**config.mk**
```make
export PLATFORM = sky130hd
export DESIGN_NAME = work_dispatcher
export DESIGN_NICKNAME = d
export VERILOG_FILES = /design/src/rtl/multicore_pkg.sv /design/src/rtl/rr_arbiter.sv /design/src/rtl/work_dispatcher.sv
export SDC_FILE = /design/constraint.sdc
export NUM_CORES = 1
export LEC_CHECK = 0
export CORE_MARGIN = 5
export CORE_UTILIZATION = 45
export CTS_CLUSTER_SIZE = 28
export DETAILED_ROUTE_END_ITERATION = 6
export GPL_TIMING_DRIVEN = 1
export PLACE_DENSITY = 0.74
export SYNTH_ARGS = -nofsm -noshare
export SYNTH_HDL_FRONTEND = slang
export SYNTH_SLANG_ARGS = --single-unit
```
**constraint.sdc**
```tcl
create_clock -name clk -period 5.45 [get_ports clk]
set_input_delay 1.3625 -clock clk [delete_from_list [all_inputs] [get_ports clk]]
set_output_delay 1.3625 -clock clk [all_outputs]
set_load 0.05 [all_outputs]
```
**src/rtl/multicore_pkg.sv**
```systemverilog
// Shared constants and FSM state type for the multicore work dispatcher.
package multicore_pkg;
    localparam int MAX_CORES = 8;
    localparam int ADDR_W    = 8;

    typedef enum logic [1:0] {
        DISPATCH = 2'd0,
        DRAIN    = 2'd1,
        DONE     = 2'd2
    } state_e;
endpackage

```
**src/rtl/rr_arbiter.sv**
```systemverilog
// Round-robin one-hot arbiter; search begins just above the last accepted grant.
module rr_arbiter #(
    parameter int N = 4
) (
    input  logic         clk_i,
    input  logic         rst_ni,
    input  logic [N-1:0] pend_i,
    input  logic         accept_i,
    output logic [N-1:0] gnt_o
);
    localparam logic [N-1:0] ONE = N'(1);

    // mask_q marks the cores at or above the search start; all ones means start at core 0
    logic [N-1:0] mask_q, mask_d, masked;

    assign masked = pend_i & mask_q;

    always_comb begin
        if (|masked) gnt_o = masked & (~masked + ONE);
        else         gnt_o = pend_i & (~pend_i + ONE);
    end

    // Bits strictly above the granted core; empty after the top core wraps to core 0
    assign mask_d = ~((gnt_o << 1) - ONE);

    always_ff @(posedge clk_i or negedge rst_ni) begin
        if (!rst_ni)                 mask_q <= '1;
        else if (accept_i && |gnt_o) mask_q <= mask_d;
    end
endmodule

```
**src/rtl/work_dispatcher.sv**
```systemverilog
// Hands out CHUNK-sized address ranges to requesting cores, retires them once the
// 256-entry space is exhausted, and accumulates the counts the cores report back.
module work_dispatcher
    import multicore_pkg::*;
#(
    parameter int CORES = 4,
    parameter int CHUNK = 16
) (
    input  logic                 clk,
    input  logic                 reset,
    input  logic [CORES-1:0]     req,
    output logic [CORES-1:0]     grant,
    output logic [ADDR_W-1:0]    range_lo,
    output logic [ADDR_W-1:0]    range_hi,
    output logic                 empty,
    input  logic [CORES-1:0]     res_strobe,
    input  logic [8*CORES-1:0]   res_data,
    output logic [15:0]          total,
    output logic [15:0]          cycle_count,
    output logic                 done
);
    state_e              state_q, state_d;
    logic [CORES-1:0]    pending_q, pending_d, retired_q, retired_d;
    logic [CORES-1:0]    grant_q, grant_d, sel;
    logic [8:0]          base_q, base_d;
    logic [ADDR_W-1:0]   lo_q, lo_d, hi_q, hi_d;
    logic                empty_q, empty_d, done_q, done_d;
    logic [15:0]         total_q, total_d, cyc_q, cyc_d, sum;
    logic [16:0]         total_sum;
    logic                accept;

    assign accept = (state_q != DONE) && (|pending_q);

    rr_arbiter #(.N(CORES)) u_arb (
        .clk_i    (clk),
        .rst_ni   (reset),
        .pend_i   (pending_q),
        .accept_i (accept),
        .gnt_o    (sel)
    );

    always_comb begin
        sum = '0;
        for (int i = 0; i < CORES; i++)
            if (res_strobe[i]) sum = sum + {8'h00, res_data[8*i +: 8]};
        total_sum = {1'b0, total_q} + {1'b0, sum};
        total_d   = total_sum[16] ? 16'hFFFF : total_sum[15:0];
    end

    always_comb begin
        state_d   = state_q;
        retired_d = retired_q;
        base_d    = base_q;
        grant_d   = '0;
        lo_d      = '0;
        hi_d      = '0;
        empty_d   = 1'b0;
        case (state_q)
            DISPATCH: if (|pending_q) begin
                grant_d = sel;
                lo_d    = base_q[7:0];
                hi_d    = base_q[7:0] + 8'(CHUNK - 1);
                base_d  = base_q + 9'(CHUNK);
                if (base_d[8]) state_d = DRAIN;
            end
            DRAIN: begin
                if (|pending_q) begin
                    grant_d   = sel;
                    empty_d   = 1'b1;
                    retired_d = retired_q | sel;
                end
                if (&retired_d) state_d = DONE;
            end
            default: ;
        endcase
        // A req arriving on the granting edge survives the clear
        pending_d = (pending_q & ~grant_d) | ((state_q == DONE) ? '0 : req);
        cyc_d     = (state_q != DONE && cyc_q != 16'hFFFF) ? cyc_q + 16'd1 : cyc_q;
        done_d    = (state_q == DONE);
    end

    always_ff @(posedge clk or negedge reset) begin
        if (!reset) begin
            state_q   <= DISPATCH;
            pending_q <= '0;
            retired_q <= '0;
            base_q    <= '0;
            grant_q   <= '0;
            lo_q      <= '0;
            hi_q      <= '0;
            empty_q   <= 1'b0;
            total_q   <= '0;
            cyc_q     <= '0;
            done_q    <= 1'b0;
        end else begin
            state_q   <= state_d;
            pending_q <= pending_d;
            retired_q <= retired_d;
            base_q    <= base_d;
            grant_q   <= grant_d;
            lo_q      <= lo_d;
            hi_q      <= hi_d;
            empty_q   <= empty_d;
            total_q   <= total_d;
            cyc_q     <= cyc_d;
            done_q    <= done_d;
        end
    end

    assign grant       = grant_q;
    assign range_lo    = lo_q;
    assign range_hi    = hi_q;
    assign empty       = empty_q;
    assign total       = total_q;
    assign cycle_count = cyc_q;
    assign done        = done_q;
endmodule

```
**Yosys cells after proc, flatten, opt, wreduce, memory -nomap -nowiden**

Cells that the tools add are included.

- Flip-flop bits (word level): 77
- Output and inout port bits: 54
- Input port bits: 42

- Reductions and logical operators: 12
- Equal/unequal tests: 7
- Add/sub/neg operators: 10
- Muxes and demuxes: 21
- Bitwise operators: 10

Operator list:

| operator | count |
|---|---|
| $mux W16 | 4 |
| $add A16 B8 Y16 | 3 |
| $mux W8 | 5 |
| $mux W4 | 6 |
| $add A16 B16 Y17 | 1 |
| $add A16 B1 Y16 const B | 1 |
| $and A4 B4 Y4 | 4 |
| $ne A16 B16 Y1 const B | 1 |
| $not A4 Y4 | 4 |
| $reduce_or A4 Y1 | 3 |
| $add A9 B5 Y9 const B | 1 |
| $add A4 B1 Y4 const B | 2 |
| $add A8 B4 Y8 const B | 1 |
| $ne A2 B2 Y1 const B | 4 |
| $or A4 B4 Y4 | 2 |
| $reduce_and A4 Y1 | 2 |
| $mux W2 | 3 |
| $pmux W2 S2 | 1 |
| $sub A4 B1 Y4 const B | 1 |
| $logic_and A1 B1 Y1 | 3 |
| $eq A2 B1 Y1 const B | 1 |
| $eq A2 B2 Y1 const B | 1 |
| $logic_not A2 Y1 | 1 |
| $mux W1 | 2 |
| 3 further kinds | 3 |

**Logic depth before layout (Yosys ltp)**

- Word-level depth: 11
- Gate-level depth with buffers: 32

**Cells and area by module**

Synthesis repeated with hierarchy kept, for this count alone.

- Cells, all modules: 484
- Area, all modules: 4503.1 µm²

By module, submodules not included:

| module | instances | area an instance (µm²) | cells an instance |
|---|---|---|---|
| work_dispatcher | 1 | 4209.0 | 454 |
| rr_arbiter | 1 | 294.0 | 30 |

**Least setup slack after synthesis**

Ideal clock, no wire load.

- Kind: input-to-reg
- Start point: input port res_strobe[0]
- End point: register total_q[15], in the netlist total[15]
- Cell stages on the path: 26
- Data arrival time: 6.556 ns
- Path slack: -1.231 ns
- Cell sequence: buf_6 -> nand2_1 -> inv_1 -> ha_1 -> a21o_1 -> maj3_2 -> maj3_2 -> mux2i_1 -> or2_2 -> ha_1 -> o21a_1 -> o21a_1 -> a21oi_1 -> xnor2_1 -> o32ai_1 -> inv_1 -> ha_1 -> a21oi_1 -> o22ai_1 -> mux2_2 -> o22ai_1 -> ha_1 -> a21oi_1 -> nor2b_1 -> or4b_1 -> mux2_2

- Word-level cells in the longest chain between the ends: 9

RTL lines:

| what | line | text |
|---|---|---|
| start, declared | work_dispatcher.sv:16 | `input logic [CORES-1:0] res_strobe,` |
| $mux W8 * | work_dispatcher.sv:45 | `if (res_strobe[i]) sum = sum + {8'h00, res_data[8*i +: 8]};` |
| $add A16 B8 Y16 | work_dispatcher.sv:45 |  |
| $mux W16 * | work_dispatcher.sv:45 |  |
| $add A16 B8 Y16 | work_dispatcher.sv:45 |  |
| $mux W16 * | work_dispatcher.sv:45 |  |
| $add A16 B8 Y16 | work_dispatcher.sv:45 |  |
| $mux W16 * | work_dispatcher.sv:45 |  |
| $add A16 B16 Y17 * | work_dispatcher.sv:46 | `total_sum = {1'b0, total_q} + {1'b0, sum};` |
| $mux W16 * | work_dispatcher.sv:47 | `total_d = total_sum[16] ? 16'hFFFF : total_sum[15:0];` |
| net total_d[15] | work_dispatcher.sv:28 | `logic [15:0] total_q, total_d, cyc_q, cyc_d, sum;` |
| end signal, assigned | work_dispatcher.sv:104 | `total_q <= total_d;` |
| end, declared | work_dispatcher.sv:28 |  |

Mark *: on every way through the listed nets, which the timed path passes. The rest lies on a longest branch.
A chain may end at the register's enable or synchronous reset.

**Worst setup path in the final report**

Same ends and word-level chain as after synthesis.

==> results.yml <==
timing:
  slew_headroom: 0.494
  rsz0062_at_grt: "yes"
  finalCritPeriodShare: 1.16
  fin_ws_ps: -898
  hold-worst-slack_ps: 466
  hold_violations: 0
  finalMaxSlewViolations: 0
  skew_ps: 6.65
  setup_viol: 16
  worst_slew_pin_slew_ps: 760
  finalSetupTns_ps: -13370
  period_minus_slack_ps: 6350
  fmax_mhz: 158
placed_design:
  pre_cts_slack_ps: -1700
  dp_cells: 810
  gp_congestion: 0.854
  place_area_sq_um: 6380
  port_buffers: 91
  hpwl_microns: 9360
worst_setup_path:
  crit_required_ps: 5680
  worstSetupStartpointType: "primary input"
  critPathMaxFanout: 4
  critPathCaptureType: "register"
  critPathKind: "primary input to register"
  slowest_stage: "fa_2"
  max_stage_delay_ps: 400
  arrival_ps: 6580
outcome:
  violations: "setup timing"
  status: "finished with violations"
floorplan:
  start_util: 0.455
  die_area_sq_um: 12400
  die_h_microns: 111
  pin_count: 96
  coreArea_sq_um: 10200
  die_x_microns: 111
  rows: 37
power:
  clkPwrFrac: 0.117
  p_sw_w: 0.00169
  p_leak_nw: 3.29
  p_comb_frac: 0.661
  ir_drop_mv: 0.500
  p_int_w: 0.00202
  p_sw_frac: 0.455
  p_per_area_nw_per_um2: 518
  seqPwrFrac: 0.222
clocking:
  cts_tree: "built"
  cts_sinks: 62
  clk_pin_slew_worst_paths_ps: 70
  clkLatencyLatePin_ps: 350
  cts_buffers: 9
  cts.path.max_buffers: 2
  htreeDepth: 3
  root_buffer: "clkbuf_8"
cells_and_area:
  layout-drive-gt1-share: 0.337
  final_nets: 803
  diodes: 0
  final_cells: 860
  design_area_sq_um: 7150
  area_growth_pct: 54.4
global_route:
  grt-ovfl-total: 0
  grt_pass1_vias: 4783
  grt_max_degree: 63
  grt_pass1_wl_microns: 21900
  grtUsageTotal: 0.210
  antenna_found_initial: 0
synthesis:
  synth_area_sq_um: 4630
  ys_dominant_reg_cell: "dfrtp_1"
  synthArstFlopShare: 1.00
  syn-instance-count: 512
  synth-edff-count: 0
  post_synth.cell_area_avg_sq_um: 9.05
  synth-seq-area-share: 0.336
  ys_warn_count: 0
  ys_ff_latch: 62
  synth_cell_type_count: 68
route:
  first_iter_violations: 212
  ant_nets: 0
  routed_via_density: 5.29
  wire_per_inst_microns: 15.5
  drc: 0
  first_pass_iters: 5
  vias: 4546
  drt_wl_total_microns: 13300
worst_hold_path:
  hold_class: "register to register"
flow_run:
  drv_cap: 0
## sequential cells by signal, indices dropped and copies added (netlist names)
signal        cells
total            16
state_q           2
range_lo          1
done              1
retired_q         4
base_q            5
range_hi          4
u_arb.mask_q      4
pending_q         4
empty             1
grant             4
cycle_count      16
## worst max-delay path, delay by kind of cell
kind / cells / cell delay (ps)
compound gates: 11 / 1940
buf+inv: 3 / 400
mux: 1 / 310
xor+xnor: 3 / 520
simple gates: 6 / 590
fa+ha+maj: 5 / 1450
## cell families after synthesis
| group | count (synthesis) | synth area share |
|---|---|---|
| multiplexers | 17 | 0.0400 |
| adder cells (fa/ha/maj) | 44 | 0.124 |
| AND/OR/NAND/NOR | 165 | 0.178 |
| other | 1 | 0.000810 |
| AO/OA/AOI/OAI | 126 | 0.185 |
| XOR/XNOR | 41 | 0.0775 |
| buffers and inverters | 56 | 0.0581 |
| flip-flops | 62 | 0.336 |
## routing by layer
| layer | GRT usage | share of wire | up-vias |
|---|---|---|---|
| li1 | - | - | 2215 |
| met4 | 0.0706 | 0.020 | 0 |
| met1 | 0.245 | 0.41 | 2184 |
| met2 | 0.378 | 0.52 | 123 |
| met5 | 0 | 0 | - |
| met3 | 0.0500 | 0.047 | 24 |
## synthesized netlist by cell type, types with 4 or more instances
master,count,area share
nand2_1,50,0.041
and2_1,9,0.012
a21oi_1,29,0.031
o31ai_1,7,0.011
nand3_1,18,0.019
inv_1,31,0.025
or2_2,6,0.0081
a21o_1,10,0.016
buf_4,11,0.018
dfrtp_1,58,0.31
xor2_1,20,0.038
fa_1,4,0.017
o21a_1,9,0.015
dfstp_2,4,0.023
and3_1,4,0.0054
xnor2_1,21,0.040
a211oi_1,7,0.011
o21bai_1,6,0.0097
ha_1,37,0.10
mux2i_1,5,0.011
nor3_1,13,0.014
o21ai_0,29,0.031
o31a_1,4,0.0076
nand2b_1,4,0.0054
mux2_2,10,0.024
nor4_1,4,0.0054
nor2_1,35,0.028
clkbuf_1,9,0.0073
nor2b_1,6,0.0081
## power groups by stage
stage / sequential, W / clock, W / combinational (W)
2_1_floorplan: 0.00114 / 0 / 0.00106
3_3_place_gp: 0.000811 / 0 / 0.00206
3_5_place_dp: 0.000821 / 0 / 0.00214
4_1_cts: 0.000818 / 0.000446 / 0.00229
5_1_grt: 0.000852 / 0.000471 / 0.00263
6_report: 0.000823 / 0.000434 / 0.00245
## repair_timing
action                                  4_1_cts  5_1_grt
resized for setup                            49       38
hold endpoints to repair                      0        0
cloned                                        1        0
pin swaps                                    40       31
hold buffers                                  0        0
endpoints found under the setup margin       16       16
setup buffers                                24       10
## cell usage in the layout (no fill, tap or decap), types with 9 or more instances in the layout
cell type,synthesis,routed
buf_4,11,119
clkdlybuf4s50_1,0,85
dfrtp_1,58,58
nand2_1,50,39
nor2_1,35,31
inv_1,31,29
ha_1,37,27
o21ai_0,29,25
xor2_1,20,20
xnor2_1,21,19
a21oi_1,29,18
nand3_1,18,15
nor3_1,13,12
a21o_1,10,10
a21oi_2,0,9
o21a_1,9,9
nand2_2,0,9
ha_4,0,9
clkbuf_8,0,9
## layout make-up
class	instances	area (sq um)
inverter	32	120
sequential	62	1560
multi-input combinational	397	3210
clock inverter	6	87.6
tap	136	170
timing repair buffer	218	1880
fill	747	3030
clock buffer	9	124
## path summary, 6_finish.rpt
| path | to | start | cells after the start | slack (ps) |
|---|---|---|---|---|
| max reg2reg | u_arb.mask_q[2] | pending_q[0] | 7 | 2810 |
| min | retired_q[0] | retired_q[0] | 2 | 470 |
| max in group asynchronous | range_lo[7] | reset | 2 | 3780 |
| max | total[15] | res_strobe[0] | 29 | -900 |
| min reg2reg | retired_q[0] | retired_q[0] | 2 | 470 |
| min in group asynchronous | cycle_count[10] | reset | 2 | 1160 |
## metrics by stage
step / power (W) / util
finish: 0.00371 / 0.702
global route: 0.00395 / 0.702
CTS: 0.00355 / 0.680
detailed placement: 0.00296 / 0.626
global placement: 0.00288 / 0.626
floorplan: 0.00220 / -
Note: power is estimated with default switching activity, not from simulation.
